==> config.mk <==
export PLATFORM = sky130hd
export DESIGN_NAME = ram_arbiter
export DESIGN_NICKNAME = d
export VERILOG_FILES = /design/src/rtl/ram_arb_pkg.sv /design/src/rtl/ram_arb_sched.sv /design/src/rtl/ram_arbiter.sv
export SDC_FILE = /design/constraint.sdc
export NUM_CORES = 1
export LEC_CHECK = 0
export CORE_AREA = 10 10 112 114
export DETAILED_ROUTE_END_ITERATION = 8
export DIE_AREA = 0 0 122 124
export GPL_TIMING_DRIVEN = 0
export HOLD_SLACK_MARGIN = 0.02
export PLACE_DENSITY = 0.81
export SLEW_MARGIN = 15
export SYNTH_ARGS = -nofsm -noshare
export SYNTH_HDL_FRONTEND = slang
export SYNTH_SLANG_ARGS = --single-unit
==> constraint.sdc <==
create_clock -name clk_i -period 1.9 [get_ports clk_i]
set_input_delay 0.285 -clock clk_i [delete_from_list [all_inputs] [get_ports clk_i]]
set_output_delay 0.285 -clock clk_i [all_outputs]
set_load 0.005 [all_outputs]
==> src/rtl/ram_arb_pkg.sv <==
// ---------------------------------------------------------------------------
// ram_arb_pkg : shared types for the two-host RAM arbiter.  Rev 1.0
// ---------------------------------------------------------------------------
`default_nettype none

package ram_arb_pkg;

   typedef enum logic {
      HOST_CORE   = 1'b0,
      HOST_LOADER = 1'b1
   } host_e;

   typedef struct packed {
      logic        we;
      logic [3:0]  be;
      logic [31:0] addr;
      logic [31:0] wdata;
   } ram_req_t;

   localparam int unsigned BurstCntW = 4;

endpackage : ram_arb_pkg

`default_nettype wire

==> src/rtl/ram_arb_sched.sv <==
// ---------------------------------------------------------------------------
// ram_arb_sched : burst-limited round-robin winner selection.  Rev 1.0
// ---------------------------------------------------------------------------
`default_nettype none

module ram_arb_sched
   import ram_arb_pkg::*;
#(
   parameter int unsigned MaxBurst = 4
) (
   input  logic       clk_i,
   input  logic       rst_i,
   input  logic [1:0] req_i,
   output logic       valid_o,
   output host_e      winner_o
);

   localparam logic [BurstCntW-1:0] MAX_CNT = BurstCntW'(MaxBurst);

   host_e                prio_q, prio_d;
   host_e                last_q, last_d;
   logic [BurstCntW-1:0] cnt_q, cnt_d;

   always_comb begin
      valid_o  = |req_i;
      winner_o = HOST_CORE;
      case (req_i)
         2'b01:   winner_o = HOST_CORE;
         2'b10:   winner_o = HOST_LOADER;
         2'b11:   winner_o = prio_q;
         default: winner_o = HOST_CORE;
      endcase
   end

   // The winner's run length decides whether priority hands over.
   always_comb begin
      cnt_d  = cnt_q;
      last_d = last_q;
      prio_d = prio_q;
      if (valid_o) begin
         if (winner_o == last_q) begin
            cnt_d = (cnt_q >= MAX_CNT) ? MAX_CNT : cnt_q + 4'd1;
         end else begin
            cnt_d = 4'd1;
         end
         last_d = winner_o;
         prio_d = (cnt_d == MAX_CNT) ? host_e'(~winner_o) : winner_o;
      end
   end

   always_ff @(posedge clk_i) begin
      if (rst_i) begin
         prio_q <= HOST_CORE;
         last_q <= HOST_CORE;
         cnt_q  <= '0;
      end else begin
         prio_q <= prio_d;
         last_q <= last_d;
         cnt_q  <= cnt_d;
      end
   end

   a_burst_range: assert property (@(posedge clk_i)
      (MaxBurst >= 1) && (MaxBurst <= 15));

endmodule : ram_arb_sched

`default_nettype wire

==> src/rtl/ram_arbiter.sv <==
// ---------------------------------------------------------------------------
// ram_arbiter : shares one RAM port between core and loader hosts.  Rev 1.0
// ---------------------------------------------------------------------------
`default_nettype none

module ram_arbiter
   import ram_arb_pkg::*;
#(
   parameter int unsigned Depth    = 16384,
   parameter int unsigned MaxBurst = 4
) (
   input  logic        clk_i,
   input  logic        rst_i,

   input  logic        host0_req_i,
   input  logic        host0_we_i,
   input  logic [3:0]  host0_be_i,
   input  logic [31:0] host0_addr_i,
   input  logic [31:0] host0_wdata_i,
   output logic        host0_gnt_o,
   output logic        host0_rvalid_o,
   output logic [31:0] host0_rdata_o,
   output logic        host0_err_o,

   input  logic        host1_req_i,
   input  logic        host1_we_i,
   input  logic [3:0]  host1_be_i,
   input  logic [31:0] host1_addr_i,
   input  logic [31:0] host1_wdata_i,
   output logic        host1_gnt_o,
   output logic        host1_rvalid_o,
   output logic [31:0] host1_rdata_o,
   output logic        host1_err_o,

   output logic        ram_req_o,
   output logic        ram_we_o,
   output logic [3:0]  ram_be_o,
   output logic [31:0] ram_addr_o,
   output logic [31:0] ram_wdata_o,
   input  logic [31:0] ram_rdata_i
);

   localparam logic [32:0] ADDR_LIMIT = 33'(Depth) << 2;

   logic     sched_valid;
   host_e    sched_winner;
   logic     gnt_valid;
   logic     in_range;
   ram_req_t host0_req, host1_req, sel_req;

   logic     rsp_valid_q;
   host_e    rsp_host_q;
   logic     rsp_err_q;
   logic     we_q;

   ram_arb_sched #(
      .MaxBurst (MaxBurst)
   ) u_sched (
      .clk_i    (clk_i),
      .rst_i    (rst_i),
      .req_i    ({host1_req_i, host0_req_i}),
      .valid_o  (sched_valid),
      .winner_o (sched_winner)
   );

   assign host0_req = '{we: host0_we_i, be: host0_be_i, addr: host0_addr_i, wdata: host0_wdata_i};
   assign host1_req = '{we: host1_we_i, be: host1_be_i, addr: host1_addr_i, wdata: host1_wdata_i};

   always_comb begin
      gnt_valid   = sched_valid & ~rst_i;
      sel_req     = (sched_winner == HOST_LOADER) ? host1_req : host0_req;
      in_range    = {1'b0, sel_req.addr[31:2], 2'b00} < ADDR_LIMIT;
      host0_gnt_o = gnt_valid && (sched_winner == HOST_CORE);
      host1_gnt_o = gnt_valid && (sched_winner == HOST_LOADER);
      ram_req_o   = 1'b0;
      ram_we_o    = 1'b0;
      ram_be_o    = '0;
      ram_addr_o  = '0;
      ram_wdata_o = '0;
      if (gnt_valid && in_range) begin
         ram_req_o   = 1'b1;
         ram_we_o    = sel_req.we;
         ram_be_o    = sel_req.be;
         ram_addr_o  = sel_req.addr;
         ram_wdata_o = sel_req.wdata;
      end
   end

   always_ff @(posedge clk_i) begin
      if (rst_i) begin
         rsp_valid_q <= 1'b0;
         rsp_host_q  <= HOST_CORE;
         rsp_err_q   <= 1'b0;
         we_q        <= 1'b0;
      end else begin
         rsp_valid_q <= gnt_valid;
         if (gnt_valid) begin
            rsp_host_q <= sched_winner;
            rsp_err_q  <= ~in_range;
            we_q       <= sel_req.we;
         end
      end
   end

   // Gating with rst_i drops a response whose grant preceded a reset.
   always_comb begin
      host0_rvalid_o = rsp_valid_q && !rst_i && (rsp_host_q == HOST_CORE);
      host1_rvalid_o = rsp_valid_q && !rst_i && (rsp_host_q == HOST_LOADER);
      host0_err_o    = host0_rvalid_o && rsp_err_q;
      host1_err_o    = host1_rvalid_o && rsp_err_q;
      host0_rdata_o  = (host0_rvalid_o && !rsp_err_q && !we_q) ? ram_rdata_i : '0;
      host1_rdata_o  = (host1_rvalid_o && !rsp_err_q && !we_q) ? ram_rdata_i : '0;
   end

   a_host0_hold: assert property (@(posedge clk_i) disable iff (rst_i)
      (host0_req_i && !host0_gnt_o) |=> host0_req_i);
   a_host1_hold: assert property (@(posedge clk_i) disable iff (rst_i)
      (host1_req_i && !host1_gnt_o) |=> host1_req_i);

endmodule : ram_arbiter

`default_nettype wire

==> summary.md <==
| Metric | Value |
|---|---|
| Req. time, crit path | roughly 1.6 ns |
| Reg2Reg Depth | 7 |
| Critical path endpoint category | output pin |
| Peak fanout along the critical path | 7 |
| Cell breakdown of the critical path | nor2b_4 -> or3_1 -> a221o_1 -> buf_8 -> buf_12 -> buf_16 -> nor3_4 -> buf_2 |
| Pin count of the biggest net entering global routing | 11 |
| Number of synthesized flops with an enable pin | 0 |
| Final net count | 808 |
| Ranking of synthesized cells by area | mux2i_1 (23%), nor3_2 (20%), and2_1 (18%) |
| Share of cells above drive strength 1 | a little under half |
| Async S/R FF share, synth | 0% |
| DR vias | 3,486 |
| Filler cell count in the final layout | 895 |
| Vias in the first global route | roughly 3,600 |
| Register area share after synthesis | about 8.5% |
| Final hold viol count | 0 |
| H-tree levels | 1 |
| Synth Area in Adders | less than 1% |
| Failing checks | setup timing |
| Layout Cells excl Fill | around 770 |
| Io pins | 314 |
| P&R area growth vs syn | 157% |
| Synth Instances | 285 |
| Worst-skew pair later-pin latency | 0.23 ns |
| Post-DR wirelength/cell | about 21 um |
| Critical path endpoint | ram_be_o[2] |
| Compound-Gate Fraction of Synth Area | roughly 5.2% |
| Root Buffer | clkbuf_8 |
| Die Height | approximately 120 um |
| Routed Antenna Nets | 0 |
| Status | finished with violations |
| Period utilization | 119% |
| Critical path class | flop to output pin |
| Slew headroom | between 60% and 70% |
| Final WS setup | -0.369 ns |
| Post-synth top area cell | mux2i_1 |
| CTS sink cnt | 10 |
| Cts bufs inserted | 3 |
| Setup TNS | -16.08 ns |
| Synth Flop Type | dfxtp_1 |
| Post-Synth XOR/XNOR Area | less than 1% |
| Post-Route Skew | around 0.00022 ns |
| Vias/cell | around 4.5 |
| R2R setup slack | roughly 0.06 ns |
| Hold_buf cts | 0 |
| Area occupied by multi-input gates | approximately 0.0022 mm^2 |
| Yosys cell types | 39 |
| GRT Resource Usage Total | between 10% and 20% |
| Commonest cells post-synth | and2_1 (66), mux2i_1 (53), nor3_2 (46) |
| DRC Markers | 0 |
| Placed cell count | between 700 and 800 |
| Clock slew at reported path FFs | ~0.050 ns |
| Starting DRT DRC Count | roughly 120 |
| Max cap viols | 0 |
| Post-synthesis mux area share | about 23% |
| Most common cell in the synthesized netlist | and2_1 |
| Congestion Overflow GR | 0 |
| DR pass1 iterations | 4 |
| Critical Path AT | just under 2 ns |
| Detailed Route WL | around 16,000 um |
| Setup-failing EPs final | between 50 and 60 |
| Core ar. | between 0.01 and 0.015 mm^2 |
| FF+latch area | approximately 210 um^2 |
| Hold Path Class | input pin to flop |
| Simple-gate share of the synthesized area | between 40% and 50% |
| Worst r2r src | u_sched.prio_q$_SDFFE_PP0N_ |
| RSZ-0062 raised after global routing | true |
| Yosys reg bits | 10 |
| Static Leak | 3.07 nW |
| Crit path time final | 2.27 ns |
| Final Max Slew Viols | 0 |
| Area share of the largest cell type after synthesis | between 20% and 30% |
| GPL Wtd Cong | 0.942 |
| R2r endpoint | rsp_err_q$_SDFFE_PP0P_ |
| Combinational family with the most area after synthesis | simple AND/OR/NAND/NOR gates |
| Crit-path slowest cell | dfxtp_2 |
| First-pass GRT wire length | around 23,000 um |
| Worst Max-Slew Pin Slew | about 0.58 ns |
| Fmax | around 440 MHz |
| YS warnings | 0 |
| P per Cell Area | ~220 mW/mm^2 |
| Cell area after synthesis | around 0.0024 mm^2 |
| Port bufs | between 200 and 300 |
| CP startpoint | u_sched.prio_q$_SDFFE_PP0N_ |
| Ant. Diodes | 0 |
| Post-Syn Area per Cell | a little over 8 um^2 |
| Die area | roughly 0.015 mm^2 |
| Cell Rows | 37 |
| Die width | 122 um |
| Maximum clock path buffer count | 2 |
| Initial Util | about 23% |
| Post-DP HPWL | approximately 13,000 um |
| Worst vdd ir | 0.000465 V |
| Antenna violations before repair | 0 |
| CTS tree | done |
| Crit start category | flop |
| Worst path max stage delay | about 0.35 ns |
| Final Core Density | between 50% and 60% |
-- state kept, by name, indices dropped and copies added (netlist names) --
register,cells
rsp_host_q,1
rsp_valid_q,1
u_sched.prio_q,1
rsp_err_q,1
u_sched.cnt_q,4
u_sched.last_q,1
we_q,1
-- worst max-delay path, delay by kind of cell (launching register included) --
| kind | cells | cell delay (ns) |
|---|---|---|
| buffers and inverters | 4 | 0.58 |
| AOI/OAI and AO/OA | 1 | 0.35 |
| DFF | 1 | 0.35 |
| and+or+nand+nor | 3 | 0.46 |
-- power breakdown --
part	total, W	internal (W)	switching [W]	leakage, nW
Clock	0.000261	0.000182	0.0000788	0.0288
Combinational	0.000807	0.000518	0.000288	2.96
Sequential	0.000244	0.000226	0.0000186	0.0838
-- final cells by class --
| type | instances | share of cell area (%) |
|---|---|---|
| buffer | 38 | 6.76 |
| sequential | 10 | 3.42 |
| tap | 136 | 2.82 |
| timing repair buffer | 331 | 49.1 |
| clock buffer | 4 | 0.912 |
| multi-input combinational | 247 | 36.8 |
| inverter | 2 | 0.124 |
-- kinds of logic after synthesis --
kind of cell | Yosys count
flops | 10
buf+inv | 43
compound gates | 15
mux | 53
xor+xnor | 1
fa+ha+maj | 1
other cells | 1
simple gates | 161
-- stage by stage --
step / total power (W) / instance area (um^2) / setup WS [ns] / hold WS [ns]
6_report: 0.00131 / 6040 / -0.369 / 0.448
5_1_grt: 0.00139 / 6040 / -0.457 / 0.471
4_1_cts: 0.00128 / 5820 / -0.359 / 0.432
3_5_place_dp: 0.000974 / 5550 / -1.27 / 0.464
3_3_place_gp: 0.000957 / 5550 / -1.26 / 0.448
2_1_floorplan: 0.000507 / 2410 / 0.118 / 0.436
-- per-layer routing --
| metal | GRT usage [%] | part of all wire [%] | vias to the layer above |
|---|---|---|---|
| met1 | 20.4 | 35 | 1611 |
| met5 | 0 | 0 | - |
| met3 | 5.70 | 8.5 | 24 |
| li1 | - | - | 1676 |
| met2 | 37.9 | 54 | 175 |
| met4 | 4.25 | 2.4 | 0 |
-- timing repair --
action                     CTS  global route
cloned                      11             0
gates resized for setup    586            98
pin swaps                   23            16
setup buffers               24             1
setup endpoints to repair  123           121
-- layout by cell type, fill, tap and decap left out, types with 2 or more instances in the layout --
cell type	synthesis	final
buf_6	1	39
o21ai_0	3	2
nor2_1	10	10
or3_1	2	2
nor3_4	3	19
nand3b_1	2	2
nor3_1	8	2
dfxtp_1	10	7
nor4_2	0	4
nand3_1	2	2
conb_1	1	16
inv_2	1	2
clkbuf_2	0	10
buf_4	16	35
buf_16	0	4
mux2i_1	53	53
nor4_4	0	2
buf_8	5	11
and2_4	0	30
nor3_2	46	36
dfxtp_2	0	2
o221a_2	2	2
buf_12	0	8
and2_1	66	36
buf_2	10	82
nand2b_1	3	3
nor3b_4	0	3
dlymetal6s2s_1	0	3
nand2_1	4	4
dlygate4sd2_1	0	22
clkbuf_8	0	5
clkdlybuf4s15_1	0	5
clkdlybuf4s50_1	0	147
a21oi_1	3	3
-- how the worst min path moves through the flow --
stage                                        startpoint                            end  slack (ns)  cells after the start
after global routing                        host0_req_i    u_sched.last_q$_SDFFE_PP0N_        0.47                      3
after global placement    u_sched.cnt_q[1]$_SDFFE_PP0N_  u_sched.cnt_q[1]$_SDFFE_PP0N_        0.45                      2
after CTS                                   host0_req_i    u_sched.last_q$_SDFFE_PP0N_        0.43                      3
after floorplan           u_sched.cnt_q[1]$_SDFFE_PP0N_  u_sched.cnt_q[1]$_SDFFE_PP0N_        0.44                      2
final                                       host0_req_i    u_sched.last_q$_SDFFE_PP0N_        0.45                      3
after detailed placement  u_sched.cnt_q[1]$_SDFFE_PP0N_  u_sched.cnt_q[1]$_SDFFE_PP0N_        0.46                      2
Note: power is estimated with default switching activity, not from simulation.
==> RTL change 1 (same flow settings) <==
Make the reset (`rst_i`) asynchronous in 2 clocked blocks.
--- a/src/rtl/ram_arb_sched.sv
+++ b/src/rtl/ram_arb_sched.sv
@@ -49,5 +49,5 @@
    end
 
-   always_ff @(posedge clk_i) begin
+   always_ff @(posedge clk_i or posedge rst_i) begin
       if (rst_i) begin
          prio_q <= HOST_CORE;
--- a/src/rtl/ram_arbiter.sv
+++ b/src/rtl/ram_arbiter.sv
@@ -87,5 +87,5 @@
    end
 
-   always_ff @(posedge clk_i) begin
+   always_ff @(posedge clk_i or posedge rst_i) begin
       if (rst_i) begin
          rsp_valid_q <= 1'b0;
Behaviour: no difference found for any inputs over 10 cycles, from zero or initial values and one cycle with rst_i high; that may be too few to reach the edited logic, so the function may still have changed.
==> RTL change 1 against the unedited design <==
The flow still finishes with violations (setup timing); design area increased by 1.1%; worst setup slack improved by 0.15 ns; non-clock buffer count increased by 23; register-to-register slack improved by 0.26 ns; sequential cell count unchanged; power increased by 26%; wire length increased by 2.5%; area after synthesis decreased by 18%; global-route usage decreased by 1.3 points; largest power group unchanged.
==> RTL change 1: results (changes against the unedited design) <==
| Metric | Value |
|---|---|
| Worst Setup SP | `rsp_host_q` |
| Vias in the first global route | `3,971 (+9.2%)` |
| Vias/cell | `4.48 (-1.3%)` |
| Outcome | `finished, violations left` |
| Crit path arrival time | `1.83 ns (-0.15 ns)` |
| Share of cells above drive strength 1 | `0.498 (+0.0200)` |
| Initial DRC Count | `162 (+37%)` |
| # nets final | `870 (+7.7%)` |
| Cell leakage power | `2.92 nW (-4.9%)` |
| Final Setup Violations | `110 (+100%)` |
| DP Worst Slack | `-1.26 ns (+0.0102 ns)` |
| Top post-synthesis cells by area | `and2_1, nand2_1, a21oi_1` |
| Total Routing Usage GR | `0.184 (-0.0125)` |
| Global-route wire length before repair | `22.0 mm (-5.2%)` |
| Routed len/inst | `19.9 µm (-5.5%)` |
| Skew final | `0.00174 ns (+0.00152 ns)` |
| Synth async-reset ratio | `1.00 (+1.00)` |
| Initial antenna violation count | `3 (+3)` |
| GP Congestion | `0.913 (-3.1%)` |
| Worst Hold Class | `in2async` |
| Post-synthesis cell type count | `34 (-13%)` |
| Violated checks | `setup timing` |
| Worst r2r src | `u_sched.prio_q` |
| Leading cell types by count after synthesis | `nand2_1, and2_1, a21oi_1` |
| Final Worst Setup Slack | `-0.220 ns (+0.149 ns)` |
| Top_reg_cell synth | `dfrtp_1` |
-- RTL change 1: changes by cell type in the layout (fill, tap and decap cells not counted), sizes merged, moves of 7 or more --
cell / delta
mux2i: -52
nor3: -56
clkbuf: -7
clkdlybuf4s15: +13
dfxtp: -10
clkdlybuf4s50: -7
buf: +32
a21oi: +53
dfrtp: +10
nand2: +100
-- RTL change 1: cell type report --
class | count | area share
plain buffers | 37 | 0.0568
well taps | 136 | 0.0279
clock buffers | 3 | 0.00676
multi-input cells | 284 | 0.321
flip-flops and latches | 10 | 0.0412
inverters | 4 | 0.00307
diodes | 4 | 0.00164
repair buffers | 355 | 0.542
-- RTL change 1: metrics by stage --
step                hold WS [ns]  std cells  utilization  cell area (µm²)  setup TNS, ns
detailed placement         0.494        769        0.501             5130        -115.69
finish                     0.227        833        0.597             6100         -11.33
global route               0.258        833        0.597             6100         -18.43
global placement           0.481        769        0.501             5130        -111.85
CTS                        0.217        824        0.558             5710         -25.80
floorplan                  0.138        336            -             1980              0
-- RTL change 1: power breakdown --
group | total (mW) | switching [mW] | internal (mW) | leakage [nW]
registers | 0.339 | 0.0682 | 0.271 | 0.118
clock network | 0.210 | 0.0724 | 0.138 | 0.0216
logic | 1.10 | 0.506 | 0.598 | 2.78
-- RTL change 1: final timing paths --
kind                       depth (start not counted)  slack, ns                 to
max                                                8      -0.22  host0_rdata_o[19]
max reg2reg                                        6       0.32          rsp_err_q
min reg2reg                                        1       0.50   u_sched.cnt_q[1]
max in group asynchronous                          4       1.54     u_sched.prio_q
min in group clk_i                                 2       0.43        rsp_valid_q
min                                                4       0.23         rsp_host_q
-- RTL change 1: timing repair --
item	in CTS	in global routing
resized for setup	561	238
gates cloned	10	2
setup endpoints to repair	125	121
buffers inserted	42	16
pin swaps	20	38
hold buffers	0	0
-- RTL change 1: layer usage --
metal  track usage  part of all wire  vias to the layer above
met1         0.185              0.35                     1732
met4        0.0432             0.018                        0
met3        0.0611             0.091                       16
li1              -                 -                     1770
met5             0                 0                        -
met2         0.356              0.54                      213
-- RTL change 1: critical path, stage by stage, from the launching register on --
cell and delay (ns):
dfrtp_1 0.39, nor3b_2 0.23, nor3b_4 0.31, buf_4 0.17
buf_6 0.09, buf_6 0.09, buf_6 0.09, and2_4 0.14
buf_6 0.09
-- RTL change 1: kinds of logic (layout without fill, tap and decap cells) --
family	after synthesis	count (layout)	share of synthesized area
simple gates	197	197	0.509
mux	2	2	0.0110
other cells	1	20	0.00194
buf+inv	42	399	0.137
xor+xnor	1	1	0.00454
flops	10	10	0.130
compound gates	67	67	0.201
fa+ha+maj	1	1	0.00649
==> RTL change 2 (same settings) <==
Made on the original files. `BurstCntW`: 4 -> 5.
--- a/src/rtl/ram_arb_pkg.sv
+++ b/src/rtl/ram_arb_pkg.sv
@@ -18,5 +18,5 @@
    } ram_req_t;
 
-   localparam int unsigned BurstCntW = 4;
+   localparam int unsigned BurstCntW = 5;
 
 endpackage : ram_arb_pkg
Check against the original RTL: no difference found for any inputs over 10 cycles, from zero or initial values and one cycle with rst_i high; that may be too few to reach the edited logic, so the function may still have changed.
==> RTL change 2 against the unedited design <==
The run still ends with setup timing left; worst setup slack got worse by 0.38 ns; power increased by 5.9%; area after synthesis rose by 4.4%; sequential cell count grew 1; wire length is 13% higher; core utilization up 9.2 points; combinational power up 10%; critical path type is now in2out; design area rose by 16%.
==> RTL change 2: results (changes against the unedited design) <==
| Metric | Value |
|---|---|
| End of the critical path | `ram_addr_o[7]` |
| Outcome | `finished, violations left` |
| Crit path arrival time | `2.37 ns (+0.39 ns)` |
| Final cell count without fillers | `837 (+9.0%)` |
| Syn_area_per_cell | `8.52 µm² (+3.3%)` |
| Worst Hold Class | `in2reg` |
| WL met1 | `6.49 mm (+16%)` |
| GP Congestion | `0.946 (+0.42%)` |
| Met3 wire len | `1.30 mm (-5.5%)` |
| Hold Crit Endpoint | `rsp_err_q` |
| WL final | `18.2 mm (+13%)` |
| Placed cells | `735 (+0.27%)` |
| Skew final | `0.00132 ns (+0.00110 ns)` |
| Share of cells above drive strength 1 | `0.596 (+0.118)` |
| R2R cell count | `7 (unchanged)` |
| DRT Pass-1 Iters | `4 (unchanged)` |
| Setup Fix Bufs, Post-CTS | `65 (+170%)` |
| Cell leakage power | `3.44 nW (+12%)` |
| Crit-path slowest cell | `or4_4` |
| Hold depth | `3 (unchanged)` |
| Global-route wire length before repair | `25.2 mm (+8.5%)` |
| Vias in the first global route | `3,992 (+9.8%)` |
| DP Worst Slack | `-1.29 ns (-0.0206 ns)` |
| Max IR drop VDD | `0.257 mV (-45%)` |
| PortBufs | `296 (-0.34%)` |
| Total Routing Usage GR | `0.215 (+0.0183)` |
| R2R Setup Slk | `0.26 ns (+0.20 ns)` |
| Min Hold Slack | `0.392 ns (-0.0561 ns)` |
| HPWL Detailed | `14.0 mm (+5.0%)` |
| Number of flip-flops in the largest register | `5 (+1)` |
| Max incr delay on CP | `0.56 ns (+0.21 ns)` |
| Resized cells post-CTS | `646 (+10%)` |
| FILL cells | `792 (-12%)` |
| Crit-path max FO | `5 (-2)` |
| # nets final | `877 (+8.5%)` |
| Final Setup Violations | `85 (+57%)` |
| Top post-synthesis cells by area | `mux2i_1, nor3_2, and2_1` |
| Initial DRC Count | `98 (-17%)` |
| Leading cell types by count after synthesis | `and2_1, mux2i_1, nor3_2` |
| Min-delay src | `rst_i` |
| Post-synthesis cell type count | `40 (+2.6%)` |
| Worst Setup SP | `host0_addr_i[21]` |
| Initial antenna violation count | `1 (+1)` |
| Top delay family on crit path | `simple AND/OR/NAND/NOR gates` |
| Num CTS Buffers | `3 (unchanged)` |
| Final Worst Setup Slack | `-0.753 ns (-0.384 ns)` |
| Post-synthesis sequential area ratio | `0.0897 (+0.00455)` |
| Violated checks | `setup timing` |
| WL met2 | `10.0 mm (+14%)` |
| Via count | `3,831 (+9.9%)` |
RTL change 2: cell count changes after synthesis, moves of 3 or more:
cell / unedited run / this run
buf_8: 5 / 0
nor2_1: 10 / 6
or4_1: 0 / 3
nor3_4: 3 / 0
nor4_1: 6 / 1
nor3_2: 46 / 49
inv_1: 1 / 4
or4_4: 0 / 4
buf_6: 1 / 10
buf_2: 10 / 4
RTL change 2: area by class of cell:
cell class	instances	share of cell area
timing repair buffer	399	0.544
multi-input combinational	248	0.341
buffer	34	0.0493
sequential	11	0.0324
tap	136	0.0244
clock buffer	4	0.00645
inverter	4	0.00215
antenna	1	0.000358
RTL change 2: kinds of logic (layout without fill, tap and decap cells):
group,after synthesis,in the layout,share of synthesized area
compound gates,15,15,0.0535
fa+ha+maj,2,2,0.0102
buf+inv,45,441,0.126
flops,11,11,0.0897
mux,54,55,0.222
other cells,1,17,0.00153
simple gates,160,160,0.497
RTL change 2: report_power, final:
part	internal (mW)	switching (mW)	leakage, nW
clock	0.147	0.0892	0.0228
combinational	0.570	0.318	3.33
sequential	0.247	0.0176	0.0919
total	0.964	0.425	3.44
RTL change 2: through the flow:
| stage | cell area (µm²) | TNS (ns) | util |
|---|---|---|---|
| after global routing | 6980 | -42.83 | 0.682 |
| final | 6980 | -34.65 | 0.682 |
| after detailed placement | 5640 | -140.24 | 0.552 |
| after floorplan | 2510 | 0 | - |
| after CTS | 6270 | -33.52 | 0.613 |
| after global placement | 5640 | -135.30 | 0.552 |
RTL change 2: metal layers:
| layer | up-vias | GRT usage |
|---|---|---|
| met5 | - | 0 |
| li1 | 1809 | - |
| met4 | 0 | 0.0432 |
| met3 | 23 | 0.0579 |
| met1 | 1828 | 0.222 |
| met2 | 171 | 0.421 |
